**src/rtl/immediate_sequencer_if.sv**
```systemverilog
// Handshake bundle between the fetch side, the immediate sequencer and the
// execute/branch consumer. The master side drives instructions, flush and
// out_ready; the slave side (the sequencer) returns the decoded result.
interface immediate_sequencer_if;
    logic        flush;
    logic        in_valid;
    logic        in_ready;
    logic [31:0] in_instr;
    logic [31:0] in_pc;
    logic        out_valid;
    logic        out_ready;
    logic [31:0] out_value;
    logic [2:0]  out_kind;
    logic [15:0] done_count;

    modport master (
        output flush,
        output in_valid,
        output in_instr,
        output in_pc,
        output out_ready,
        input  in_ready,
        input  out_valid,
        input  out_value,
        input  out_kind,
        input  done_count
    );

    modport slave (
        input  flush,
        input  in_valid,
        input  in_instr,
        input  in_pc,
        input  out_ready,
        output in_ready,
        output out_valid,
        output out_value,
        output out_kind,
        output done_count
    );
endinterface

```
**src/rtl/immediate_sequencer.sv**
```systemverilog
// Two-stage immediate/displacement sequencer for SPARC V8 instruction words.
// S1 holds the decoded kind, the pre-shifted extended field and the PC;
// S2 holds the final value (PC-relative targets already added) and drives
// the consumer over a valid/ready handshake with back-pressure and flush.
module immediate_sequencer (
    input  logic                  clk,
    input  logic                  reset,
    immediate_sequencer_if.slave  bus
);

    typedef enum logic [2:0] {
        KIND_NONE   = 3'd0,
        KIND_CALL   = 3'd1,
        KIND_BRANCH = 3'd2,
        KIND_SETHI  = 3'd3,
        KIND_SIMM13 = 3'd4,
        KIND_REG    = 3'd5
    } kind_e;

    // Instruction fields used by the decoder
    logic [1:0]  op;
    logic [2:0]  op2;
    logic        iBit;

    // Decoder results for the word currently on the input
    kind_e       decKind;
    logic [31:0] decExt;

    // Stage 1 state
    logic        s1Valid_q;
    logic        s1Valid_d;
    kind_e       s1Kind_q;
    logic [31:0] s1Ext_q;
    logic [31:0] s1Pc_q;

    // Stage 2 state
    logic        s2Valid_q;
    logic        s2Valid_d;
    kind_e       s2Kind_q;
    logic [31:0] s2Value_q;
    logic [31:0] s2Value_d;

    // Completed-transfer counter
    logic [15:0] doneCount_q;
    logic [15:0] doneCount_d;

    // Handshake qualifiers
    logic        outValid;
    logic        inReady;
    logic        accept;
    logic        transfer;
    logic        s2Advance;

    assign op   = bus.in_instr[31:30];
    assign op2  = bus.in_instr[24:22];
    assign iBit = bus.in_instr[13];

    // Classify the instruction and build its sign-extended, pre-shifted field
    always_comb begin
        decKind = KIND_NONE;
        decExt  = '0;
        case (op)
            2'b01: begin
                decKind = KIND_CALL;
                decExt  = {bus.in_instr[29:0], 2'b00};
            end
            2'b00: begin
                case (op2)
                    3'b010, 3'b110, 3'b111: begin
                        decKind = KIND_BRANCH;
                        decExt  = {{8{bus.in_instr[21]}}, bus.in_instr[21:0], 2'b00};
                    end
                    3'b100: begin
                        decKind = KIND_SETHI;
                        decExt  = {bus.in_instr[21:0], 10'b0};
                    end
                    default: begin
                        decKind = KIND_NONE;
                        decExt  = '0;
                    end
                endcase
            end
            default: begin
                if (iBit) begin
                    decKind = KIND_SIMM13;
                    decExt  = {{19{bus.in_instr[12]}}, bus.in_instr[12:0]};
                end else begin
                    decKind = KIND_REG;
                    decExt  = '0;
                end
            end
        endcase
    end

    // Handshake: flush blocks both ends; S2 moves when empty or draining
    always_comb begin
        outValid  = s2Valid_q && !bus.flush;
        transfer  = outValid && bus.out_ready;
        inReady   = !bus.flush && (!s1Valid_q || !s2Valid_q || bus.out_ready);
        accept    = bus.in_valid && inReady;
        s2Advance = !bus.flush && (!s2Valid_q || transfer);
    end

    // Next-state for valid flags, the S2 value and the transfer counter
    always_comb begin
        s1Valid_d = s1Valid_q;
        if (bus.flush) begin
            s1Valid_d = 1'b0;
        end else if (accept) begin
            s1Valid_d = 1'b1;
        end else if (s2Advance) begin
            s1Valid_d = 1'b0;
        end

        s2Valid_d = s2Valid_q;
        if (bus.flush) begin
            s2Valid_d = 1'b0;
        end else if (s2Advance) begin
            s2Valid_d = s1Valid_q;
        end

        if ((s1Kind_q == KIND_CALL) || (s1Kind_q == KIND_BRANCH)) begin
            s2Value_d = s1Pc_q + s1Ext_q;
        end else begin
            s2Value_d = s1Ext_q;
        end

        doneCount_d = doneCount_q;
        if (transfer) begin
            doneCount_d = doneCount_q + 16'd1;
        end
    end

    // Stage 1 register: capture a decoded input on acceptance
    always_ff @(posedge clk) begin
        if (reset) begin
            s1Valid_q <= 1'b0;
            s1Kind_q  <= KIND_NONE;
            s1Ext_q   <= '0;
            s1Pc_q    <= '0;
        end else begin
            s1Valid_q <= s1Valid_d;
            if (accept) begin
                s1Kind_q <= decKind;
                s1Ext_q  <= decExt;
                s1Pc_q   <= bus.in_pc;
            end
        end
    end

    // Stage 2 register: load only real entries so a stalled output stays put
    always_ff @(posedge clk) begin
        if (reset) begin
            s2Valid_q <= 1'b0;
            s2Kind_q  <= KIND_NONE;
            s2Value_q <= '0;
        end else begin
            s2Valid_q <= s2Valid_d;
            if (s2Advance && s1Valid_q) begin
                s2Kind_q  <= s1Kind_q;
                s2Value_q <= s2Value_d;
            end
        end
    end

    // Transfer counter, wraps naturally at 16 bits
    always_ff @(posedge clk) begin
        if (reset) begin
            doneCount_q <= '0;
        end else begin
            doneCount_q <= doneCount_d;
        end
    end

    assign bus.in_ready   = inReady;
    assign bus.out_valid  = outValid;
    assign bus.out_value  = s2Value_q;
    assign bus.out_kind   = s2Kind_q;
    assign bus.done_count = doneCount_q;

endmodule
```
**src/flat_wrapper.sv**
```systemverilog
// flat-port wrapper written by rule: the top's interface ports become plain ports
module immediate_sequencer_flat 
  (clk, reset, bus_flush, bus_in_valid, bus_in_instr, bus_in_pc, bus_out_ready, bus_in_ready, bus_out_valid, bus_out_value, bus_out_kind, bus_done_count);
  immediate_sequencer_if bus_i ();
  input  logic clk;
  input  logic reset;
  input wire logic [$bits(bus_i.flush)-1:0] bus_flush;
  input wire logic [$bits(bus_i.in_valid)-1:0] bus_in_valid;
  input wire logic [$bits(bus_i.in_instr)-1:0] bus_in_instr;
  input wire logic [$bits(bus_i.in_pc)-1:0] bus_in_pc;
  input wire logic [$bits(bus_i.out_ready)-1:0] bus_out_ready;
  output wire logic [$bits(bus_i.in_ready)-1:0] bus_in_ready;
  output wire logic [$bits(bus_i.out_valid)-1:0] bus_out_valid;
  output wire logic [$bits(bus_i.out_value)-1:0] bus_out_value;
  output wire logic [$bits(bus_i.out_kind)-1:0] bus_out_kind;
  output wire logic [$bits(bus_i.done_count)-1:0] bus_done_count;
  assign bus_i.flush = bus_flush;
  assign bus_i.in_valid = bus_in_valid;
  assign bus_i.in_instr = bus_in_instr;
  assign bus_i.in_pc = bus_in_pc;
  assign bus_i.out_ready = bus_out_ready;
  assign bus_in_ready = bus_i.in_ready;
  assign bus_out_valid = bus_i.out_valid;
  assign bus_out_value = bus_i.out_value;
  assign bus_out_kind = bus_i.out_kind;
  assign bus_done_count = bus_i.done_count;
  immediate_sequencer u_core (.clk(clk), .reset(reset), .bus(bus_i));
endmodule
```
**config.mk**
```make
export PLATFORM = sky130hd
export DESIGN_NAME = immediate_sequencer_flat
export DESIGN_NICKNAME = d
export VERILOG_FILES = /design/src/rtl/immediate_sequencer_if.sv /design/src/rtl/immediate_sequencer.sv /design/src/flat_wrapper.sv
export SDC_FILE = /design/constraint.sdc
export NUM_CORES = 1
export LEC_CHECK = 0
export CAP_MARGIN = 10
export CORE_ASPECT_RATIO = 1.25
export CORE_UTILIZATION = 53
export DETAILED_ROUTE_END_ITERATION = 8
export GPL_ROUTABILITY_DRIVEN = 0
export PLACE_DENSITY = 0.83
export SETUP_SLACK_MARGIN = 0.02
export SYNTH_ARGS = -nofsm -noshare
export SYNTH_HDL_FRONTEND = slang
export SYNTH_SLANG_ARGS = --single-unit
```
**constraint.sdc**
```tcl
create_clock -name clk -period 3.5 [get_ports clk]
set_input_delay 0.525 -clock clk [delete_from_list [all_inputs] [get_ports clk]]
set_output_delay 0.525 -clock clk [all_outputs]
set_load 0.01 [all_outputs]
```
Yosys cells after proc, flatten, opt, wreduce, memory -nomap -nowiden
Cells that the tools add are included.

storage, ports and cells
  input bits = 69
  ROM bits = 0
  latch bits = 0
  word-level logic and storage cells = 43
  memories kept = 0
  register bits = 120
  output and inout port bits = 53
  bits in writable memories = 0

operators by class
  bitwise operators = 0
  magnitude comparators = 0
  div/mod/pow operators = 0
  shifts and indexed selects = 0
  $mul = 0
  add/sub/neg operators = 2
  equal/unequal tests = 7
  muxes and demuxes = 9
  reductions and logical operators = 17

operator list
  kind                   count
  $pmux 32 s2            2
  $mux 32                2
  $add 32x32->32         1
  $add 16x1->16 const B  1
  $eq 3x3->1 const B     3
  $eq 3x2->1 const B     2
  $logic_and 1x1->1      6
  $pmux 3 s2             1
  $logic_or 1x1->1       4
  $pmux 2 s2             1
  $eq 3x1->1 const B     1
  $logic_not 1->1        3
  $mux 1                 3
  $reduce_or 3->1        1
  $eq 2x1->1 const B     1
  $logic_not 2->1        1
  $reduce_bool 2->1      1
  $reduce_or 2->1        1

Logic depth before layout (Yosys ltp)
Gate-level depths: netlist (run 1).

  depth in word-level cells = 7
  mapped depth = 11
  gate-level depth less buffers = 11

Worst setup path after synthesis (run 1)
Ideal clock, no wire load.

  kind = register -> register
  start point = register u_core.s1Pc_q[0]
  end point = register u_core.s2Value_q[30], in the netlist u_core.bus.out_value[30]
  data required time = 3.414 ns
  clock period less this slack = 2.810 ns
  setup slack = 0.690 ns
  path buffers = 0
  cell stages (with the launch flop) = 11
  arrival time = 2.725 ns
  path through = dfxtp_1 > ha_1 > fa_1 > a21o_1 > a221o_1 > a21oi_2 > o211ai_1 > a2111oi_2 > nor4_1 > o31a_1 > a211oi_1

on the way
  word-level cells in the longest chain between the ends = 2

RTL lines
  element                 line                        text
  from (decl)             immediate_sequencer.sv:34   logic [31:0] s1Pc_q;
  from (signal assigned)  immediate_sequencer.sv:146  s1Pc_q <= bus.in_pc;
  $add 32x32->32          immediate_sequencer.sv:123  s2Value_d = s1Pc_q + s1Ext_q;
  $mux 32                 immediate_sequencer.sv:122  if ((s1Kind_q == KIND_CALL) || (s1Kind_q == KIND_BRANCH)) begin
  to (signal assigned)    immediate_sequencer.sv:161  s2Value_q <= s2Value_d;
  to (decl)               immediate_sequencer.sv:40   logic [31:0] s2Value_q;

No other way between the ends.
A chain may end at the register's enable or synchronous reset.

Final worst setup path (run 1)
Ends and elaborated chain as after synthesis.

==> results of run 1 <==
registers in the layout, indices dropped and copies added (netlist names):
signal                 cells
u_core.s2Valid_q           1
u_core.s1Pc_q             32
u_core.bus.out_value      32
u_core.s1Valid_q           1
u_core.bus.out_kind        3
u_core.bus.done_count     16
u_core.s1Kind_q            3
u_core.s1Ext_q            32
layer usage:
layer	part of all wire [%]	vias to the layer above	routed length, um
met2	49	241	8995
met3	5.0	65	914
met1	42	3091	7711
met4	4.4	0	809
li1	-	3340	-
met5	0	-	0
kinds of logic (layout without fill, tap and decap cells):
| logic type | count (synthesis) | in the layout |
|---|---|---|
| multiplexers | 5 | 5 |
| adder cells (fa/ha/maj) | 33 | 33 |
| AO/OA/AOI/OAI | 234 | 234 |
| AND/OR/NAND/NOR | 395 | 395 |
| XOR/XNOR | 39 | 39 |
| buffers and inverters | 72 | 177 |
| flip-flops | 120 | 120 |
worst reg2reg max path, delay by kind of cell (launching register included):
kind,cells,cell delay (ns)
adders and majority gates,2,0.65
AOI/OAI and AO/OA,7,1.99
DFF,1,0.31
and+or+nand+nor,1,0.12
worst paths after layout:
kind | start | endpoint | depth (start not counted)
max | u_core.s1Pc_q[0] | u_core.bus.out_value[30] | 10
min | u_core.bus.out_value[2] | u_core.bus.out_value[2] | 2
max reg2reg | u_core.s1Pc_q[0] | u_core.bus.out_value[30] | 10
min reg2reg | u_core.bus.out_value[2] | u_core.bus.out_value[2] | 2
where the power goes:
group | switching [mW] | internal, mW | leakage (nW)
sequential | 0.0457 | 1.42 | 0.979
combinational | 0.289 | 0.232 | 2.18
clock | 0.628 | 1.11 | 0.282
total | 0.963 | 2.77 | 3.44
area by class of cell:
cell class	count	area share, %
Multi-Input combinational cell	706	47.10
Sequential cell	120	27.92
Timing Repair Buffer	133	15.24
Clock buffer	19	5.031
Tap cell	164	2.385
Clock inverter	13	1.803
Inverter	12	0.5235
cells in the mapped netlist, drive strengths merged (3+ instances only):
| cell type | n |
|---|---|
| nand2 | 162 |
| nor2 | 133 |
| dfxtp | 120 |
| a21oi | 89 |
| clkbuf | 54 |
| nor3 | 44 |
| o21ai | 36 |
| ha | 32 |
| xor2 | 21 |
| a21o | 18 |
| xnor2 | 18 |
| a221oi | 15 |
| a311oi | 15 |
| a22oi | 14 |
| inv | 12 |
| o211ai | 10 |
| a211oi | 9 |
| nand3 | 8 |
| nand4 | 8 |
| and3 | 7 |
| buf | 6 |
| nand2b | 6 |
| nor2b | 6 |
| a31oi | 5 |
| and2 | 5 |
| mux2i | 4 |
| o21bai | 4 |
| nor3b | 3 |
| nor4 | 3 |
| o31a | 3 |
| o31ai | 3 |
| or3 | 3 |
cells in the final DEF, fill, tap and decap left out, types with 4 or more instances in the layout:
cell type,n
sky130_fd_sc_hd__mux2i_1,4
sky130_fd_sc_hd__clkinv_2,5
sky130_fd_sc_hd__a221oi_1,15
sky130_fd_sc_hd__a22oi_1,14
sky130_fd_sc_hd__xnor2_1,18
sky130_fd_sc_hd__buf_4,12
sky130_fd_sc_hd__nor2b_1,6
sky130_fd_sc_hd__a211oi_1,8
sky130_fd_sc_hd__a31oi_1,5
sky130_fd_sc_hd__nand4_1,8
sky130_fd_sc_hd__nand2_1,162
sky130_fd_sc_hd__and3_1,7
sky130_fd_sc_hd__xor2_1,21
sky130_fd_sc_hd__o21ai_0,36
sky130_fd_sc_hd__o211ai_1,10
sky130_fd_sc_hd__clkdlybuf4s50_1,120
sky130_fd_sc_hd__nor3_1,44
sky130_fd_sc_hd__o21bai_1,4
sky130_fd_sc_hd__clkbuf_16,17
sky130_fd_sc_hd__a311oi_1,15
sky130_fd_sc_hd__dfxtp_1,120
sky130_fd_sc_hd__nand3_1,8
sky130_fd_sc_hd__nand2b_1,5
sky130_fd_sc_hd__ha_1,32
sky130_fd_sc_hd__a21o_1,18
sky130_fd_sc_hd__a21oi_1,88
sky130_fd_sc_hd__nor2_1,133
sky130_fd_sc_hd__inv_1,12
per-stage QoR:
step,hold slack [ns],utilization [%],cells
3_3_place_gp,0.4416,65.31,1135
6_report,0.4525,70.10,1167
4_1_cts,0.4520,70.10,1167
5_1_grt,0.4841,70.10,1167
3_5_place_dp,0.4445,65.31,1135
2_1_floorplan,0.4406,-,898
==> load_flow_metrics.sql, run 1 <==
INSERT INTO impl_metrics (metric_group, metric, value, unit) VALUES
('floorplan', 'design.die.area', '0.01315', 'sq mm'),
('synthesis', 'synth-edff-count', '0', ''),
('detailed_routing', 'detail_route.wirelength', '18430', 'um'),
('power', 'power.total', '3.728', 'mW'),
('power', 'leak_pwr', '3.443', 'nW'),
('detailed_routing', 'drc', '0', ''),
('job', 'max_cap_violations', '0', ''),
('clock_tree', 'cts_tree', 'done', ''),
('synthesis', 'seq_area_frac_synth', '35.71', '%'),
('clock_tree', 'postCtsHoldBufs', '0', ''),
('detailed_routing', 'vias', '6737', ''),
('sta', 'layout_min_cycle_time', '3.167', 'ns'),
('worst_setup_path', 'timing.critical_path.buf_inv', '0', ''),
('place', 'hpwlAfterDp', '12870', 'um'),
('cells_and_area', 'final_layout_size_suffix_gt1_share', '5.583', '%'),
('global_routing', 'grt-busiest-layer', 'met2', ''),
('global_routing', 'grt_util_met2', '49.22', '%'),
('floorplan', 'floorplan.initialDensity', '54.80', '%'),
('sta', 'relSlewSlack', '44.17', '%'),
('cells_and_area', 'syn_to_layout_area_delta', '27.92', '%'),
('global_routing', 'grt_pass1_vias', '6405', ''),
('synthesis', 'synth_compound_gate_area_share', '23.01', '%'),
('synthesis', 'ys.warnings.count', '0', ''),
('floorplan', 'boundaryPins', '122', ''),
('floorplan', 'core.rowCount', '45', ''),
('detailed_routing', 'ant_nets', '0', ''),
('place', 'detailed_place.area', '0.008016', 'sq mm'),
('worst_setup_path', 'crit_required', '3.83', 'ns'),
('clock_tree', 'cts_made_buffers', '17', ''),
('clock_tree', 'cts.clk_slew.worst_paths', '0.06', 'ns'),
('synthesis', 'share_of_synthesized_area_spent_on_multiplexers', '0.7626', '%'),
('power', 'worst_ir_drop_vdd', '0.2975', 'mV'),
('sta', 'tightestPinTransition', '0.8374', 'ns'),
('synthesis', 'synth_top_cells_by_area', 'sky130_fd_sc_hd__dfxtp_1 (36%), sky130_fd_sc_hd__nand2_1 (9.0%), sky130_fd_sc_hd__nor2_1 (7.4%)', ''),
('clock_tree', 'clock_tree.root_cell', 'sky130_fd_sc_hd__clkbuf_16', ''),
('worst_setup_path', 'worst_path_max_delay_cell', 'sky130_fd_sc_hd__fa_1', ''),
('cells_and_area', 'number_of_fill_cells', '1062', ''),
('global_routing', 'number_of_antenna_violations_at_the_first_check_in_global_routing', '0', ''),
('global_routing', 'global_route.overflow_total', '0', ''),
('floorplan', 'die_h', '128.0', 'um'),
('floorplan', 'die_w', '102.8', 'um'),
('clock_tree', 'cts_setup_buffers', '0', ''),
('cells_and_area', 'num_antenna_cells', '0', ''),
('detailed_routing', 'detail_route.wl_per_cell', '15.79', 'um'),
('clock_tree', 'clkSinkCount', '120', ''),
('cells_and_area', 'final-seq-area', '0.002402', 'sq mm'),
('sta', 'period_share', '90.48', '%'),
('worst_setup_path', 'kind_of_capture_point_of_the_worst_setup_path', 'flop', ''),
('sta', 'final_setup_fails', '0', ''),
('worst_setup_path', 'critPathTopFamily', 'compound AO/OA/AOI/OAI gates', ''),
('synthesis', 'adder_cell_area_share_of_the_yosys_netlist', '6.250', '%'),
('sta', 'fmax', '315.8', 'MHz'),
('synthesis', 'netlist.area_leader.share', '35.71', '%'),
('synthesis', 'ys_seq_elements', '120', ''),
('synthesis', 'yosysTopAreaCell', 'sky130_fd_sc_hd__dfxtp_1', ''),
('synthesis', 'synth_flop_cell', 'sky130_fd_sc_hd__dfxtp_1', ''),
('synthesis', 'synthesis.instances', '898', ''),
('worst_setup_path', 'crit_chain', 'ha_1 > fa_1 > a21o_1 > a221o_1 > a21oi_2 > o211ai_1 > a2111oi_2 > nor4_1 > o31a_1 > a211oi_1', ''),
('global_routing', 'grt_pass1_wl', '29440', 'um'),
('status', 'outcome', 'complete, no violations', ''),
('synthesis', 'synthesized_area', '0.006726', 'sq mm'),
('worst_setup_path', 'critical_path_arrival', '3.50', 'ns'),
('global_routing', 'pin_count_of_the_biggest_net_entering_global_routing', '71', ''),
('worst_setup_path', 'setup_slack_of_the_worst_register_to_register_path', '0.33', 'ns'),
('cells_and_area', 'multi_input_comb_area', '0.004053', 'sq mm'),
('clock_tree', 'cts-root-to-sink-buffers', '2', ''),
('worst_setup_path', 'worstSetupStartpointType', 'flop', ''),
('clock_tree', 'cts_repair_resize_count', '0', ''),
('worst_setup_path', 'setup.worst_path.class', 'flop to flop', ''),
('sta', 'fin_setup_tns', '0', 'ns'),
('detailed_routing', 'dr.pass1.iters', '5', '');
Note: power is estimated with default switching activity, not from simulation.
==> run 2: changes to the inputs <==
--- a/config.mk
+++ b/config.mk
@@ -5,7 +5,7 @@
 export SDC_FILE = /design/constraint.sdc
 export NUM_CORES = 1
 export LEC_CHECK = 0
-export CAP_MARGIN = 10
+export CAP_MARGIN = 20
 export CORE_ASPECT_RATIO = 1.25
 export CORE_UTILIZATION = 53
 export DETAILED_ROUTE_END_ITERATION = 8
==> results of run 2 <==
Same layout as run 1: the final DEF is identical, and so are final timing and power.
==> run 3: changes to the inputs <==
--- a/config.mk
+++ b/config.mk
@@ -7,10 +7,10 @@
 export LEC_CHECK = 0
 export CAP_MARGIN = 20
 export CORE_ASPECT_RATIO = 1.25
-export CORE_UTILIZATION = 53
+export CORE_UTILIZATION = 40
 export DETAILED_ROUTE_END_ITERATION = 8
 export GPL_ROUTABILITY_DRIVEN = 0
-export PLACE_DENSITY = 0.83
+export PLACE_DENSITY = 0.66
 export SETUP_SLACK_MARGIN = 0.02
 export SYNTH_ARGS = -nofsm -noshare
 export SYNTH_HDL_FRONTEND = slang
==> run 3 against run 2 <==
  * Clock skew is 0.0037 ns lower
  * Cell count increased by 4.1%
  * Register-to-register slack about the same
  * Sequential power hardly changed
  * Critical path type unchanged
  * Largest cell class unchanged
  * Flip-flop and latch count unchanged
  * Clock power rose by 5%
  * Die area is 32% higher
  * Hold slack improved by 0.0013 ns
==> load_flow_metrics.sql, run 3 (synthesized netlist as in run 1, its figures left out) <==
INSERT INTO impl_metrics (metric_group, metric, value, unit) VALUES
('worst_setup_path', 'setup.worst_path.class', 'flop to flop', ''),
('floorplan', 'area_of_the_core', '0.01633', 'sq mm'),
('cells_and_area', 'most-common-layout-cells', 'sky130_fd_sc_hd__nand2_1 (162), sky130_fd_sc_hd__nor2_1 (133), sky130_fd_sc_hd__clkdlybuf4s50_1 (120), sky130_fd_sc_hd__dfxtp_1 (120), sky130_fd_sc_hd__a21oi_1 (88)', ''),
('clock_tree', 'cts.clk_slew.worst_paths', '0.05', 'ns'),
('global_routing', 'global_route.overflow_total', '0', ''),
('power', 'internal_power', '2.857', 'mW'),
('power', 'power.sequential.fraction', '38.6', '%'),
('detailed_routing', 'detail_route.wl_per_cell', '15.65', 'um'),
('sta', 'final_setup_fails', '0', ''),
('cells_and_area', 'syn_to_layout_area_delta', '29.15', '%'),
('floorplan', 'die_w', '118.0', 'um'),
('sta', 'relSlewSlack', '40.41', '%'),
('sta', 'tightestPinTransition', '0.8939', 'ns'),
('place', 'place_ws', '0.3821', 'ns'),
('floorplan', 'die_h', '147.0', 'um'),
('clock_tree', 'cts_tree', 'done', ''),
('clock_tree', 'cts-root-to-sink-buffers', '2', ''),
('sta', 'fin_hold_viols', '0', ''),
('global_routing', 'grt_pass1_vias', '6210', ''),
('detailed_routing', 'drc', '0', ''),
('sta', 'fmax', '315.2', 'MHz'),
('clock_tree', 'cts_made_buffers', '17', ''),
('power', 'power_per_cell_area', '438.1', 'mW/mm^2'),
('worst_setup_path', 'worstSetupStartpointType', 'flop', ''),
('cells_and_area', 'num_antenna_cells', '0', ''),
('worst_setup_path', 'critical_path_arrival', '3.51', 'ns'),
('worst_setup_path', 'crit_required', '3.84', 'ns'),
('clock_tree', 'clock_latency_at_the_later_pin_of_the_worst_skew_pair', '0.42', 'ns'),
('power', 'net-switching-power', '0.9492', 'mW'),
('sta', 'fin_worst_skew', '0.007043', 'ns'),
('clock_tree', 'postCtsHoldBufs', '0', ''),
('global_routing', 'pin_count_of_the_biggest_net_entering_global_routing', '83', ''),
('detailed_routing', 'vias_per_cell', '5.413', ''),
('clock_tree', 'cts_repair_resize_count', '0', ''),
('power', 'worst_ir_drop_vdd', '0.2845', 'mV'),
('global_routing', 'grt_pass1_wl', '30880', 'um'),
('status', 'outcome', 'complete, no violations', ''),
('detailed_routing', 'detail_route.wirelength', '19020', 'um'),
('cells_and_area', 'final_layout_size_suffix_gt1_share', '5.305', '%'),
('place', 'hpwlAfterDp', '13430', 'um'),
('floorplan', 'design.die.area', '0.01734', 'sq mm'),
('worst_setup_path', 'kind_of_capture_point_of_the_worst_setup_path', 'flop', ''),
('power', 'clock_power_share', '47.8', '%'),
('global_routing', 'number_of_antenna_violations_at_the_first_check_in_global_routing', '0', ''),
('cells_and_area', 'final_common_cell', 'sky130_fd_sc_hd__nand2_1', ''),
('global_routing', 'globalRouteTotalUtil', '22.27', '%'),
('clock_tree', 'cts_setup_buffers', '0', ''),
('floorplan', 'boundaryPins', '122', ''),
('cells_and_area', 'number_of_fill_cells', '1609', ''),
('worst_setup_path', 'critical_path.max_fanout', '6', ''),
('sta', 'fin_setup_tns', '0', 'ns'),
('detailed_routing', 'dr.pass1.iters', '5', ''),
('clock_tree', 'clock_tree.root_cell', 'sky130_fd_sc_hd__clkbuf_16', ''),
('sta', 'rsz0062_at_grt', 'false', ''),
('detailed_routing', 'ant_nets', '0', ''),
('hold_path', 'timing.hold.worst.class', 'flop to flop', ''),
('power', 'leak_pwr', '3.455', 'nW'),
('detailed_routing', 'vias', '6577', ''),
('sta', 'period_share', '90.66', '%'),
('place', 'portBuffers', '121', ''),
('clock_tree', 'clkSinkCount', '120', ''),
('sta', 'setup_slack', '0.3269', 'ns'),
('power', 'power.combinational.fraction', '13.7', '%'),
('job', 'max_cap_violations', '0', ''),
('sta', 'timing_max_transition_violations_final', '0', ''),
('detailed_routing', 'first_iter_violations', '333', ''),
('clock_tree', 'htree_num_levels', '4', ''),
('floorplan', 'core.rowCount', '52', ''),
('sta', 'layout_min_cycle_time', '3.173', 'ns'),
('power', 'power.share.switching', '24.94', '%'),
('cells_and_area', 'nNetsFinal', '1089', ''),
('floorplan', 'floorplan.initialDensity', '41.19', '%');
-- run 3: cell count changes in the layout (fill, tap and decap cells not counted), sizes merged --
cell and delta:
clkinv -3, clkinvlp -2, buf -3, clkbuf +4
-- run 3: worst paths after layout --
check,from,endpoint,slack (ns),cells past startpoint
hold reg to reg,u_core.bus.out_kind[2],u_core.bus.out_kind[2],0.45,2
hold / removal,u_core.bus.out_kind[2],u_core.bus.out_kind[2],0.45,2
setup / recovery,u_core.s1Ext_q[0],u_core.bus.out_value[30],0.33,10
setup reg to reg,u_core.s1Ext_q[0],u_core.bus.out_value[30],0.33,10
-- run 3: layout make-up --
type	count	area (sq um)	area share [%]
Multi-Input combinational cell	706	4053	46.65
Sequential cell	120	2402	27.65
Timing Repair Buffer	130	1301	14.98
Clock buffer	23	498.0	5.732
Tap cell	216	270.3	3.111
Clock inverter	8	117.6	1.354
Inverter	12	45.04	0.5185
-- run 3: worst max-delay path, cell delays in order (launching register included) --
cell and delay [ns]:
sky130_fd_sc_hd__dfxtp_1 0.32, sky130_fd_sc_hd__ha_1 0.23, sky130_fd_sc_hd__fa_1 0.41, sky130_fd_sc_hd__a21o_1 0.21, sky130_fd_sc_hd__a221o_1 0.35, sky130_fd_sc_hd__a21oi_2 0.29, sky130_fd_sc_hd__o211ai_1 0.26, sky130_fd_sc_hd__a2111oi_2 0.40
sky130_fd_sc_hd__nor4_1 0.11, sky130_fd_sc_hd__o31a_1 0.29, sky130_fd_sc_hd__a211oi_1 0.22
-- run 3: per-layer routing --
layer	vias to the layer above	global-route usage, %	routed length [um]
li1	3327	-	-
met1	3058	27.32	8447
met2	145	37.53	9209
met3	47	3.416	616
met4	0	11.79	743
met5	-	0	0
-- run 3: stage by stage --
step / area, sq um / utilization (%) / instances / power [mW] / hold slack [ns]
2_1_floorplan: 6726 / - / 898 / 1.806 / 0.4406
3_3_place_gp: 8071 / 49.43 / 1184 / 2.008 / 0.4439
3_5_place_dp: 8071 / 49.43 / 1184 / 2.009 / 0.4485
4_1_cts: 8687 / 53.19 / 1215 / 3.827 / 0.4556
5_1_grt: 8687 / 53.19 / 1215 / 3.946 / 0.4701
6_report: 8687 / 53.19 / 1215 / 3.806 / 0.4538
-- run 3: power by group through the flow --
stage / registers, mW / clock network [mW] / logic, mW
finish: 1.47 / 1.82 / 0.520
global placement: 1.50 / 0 / 0.512
floorplan: 1.48 / 0 / 0.322
detailed placement: 1.50 / 0 / 0.514
CTS: 1.47 / 1.84 / 0.519
global route: 1.47 / 1.90 / 0.576
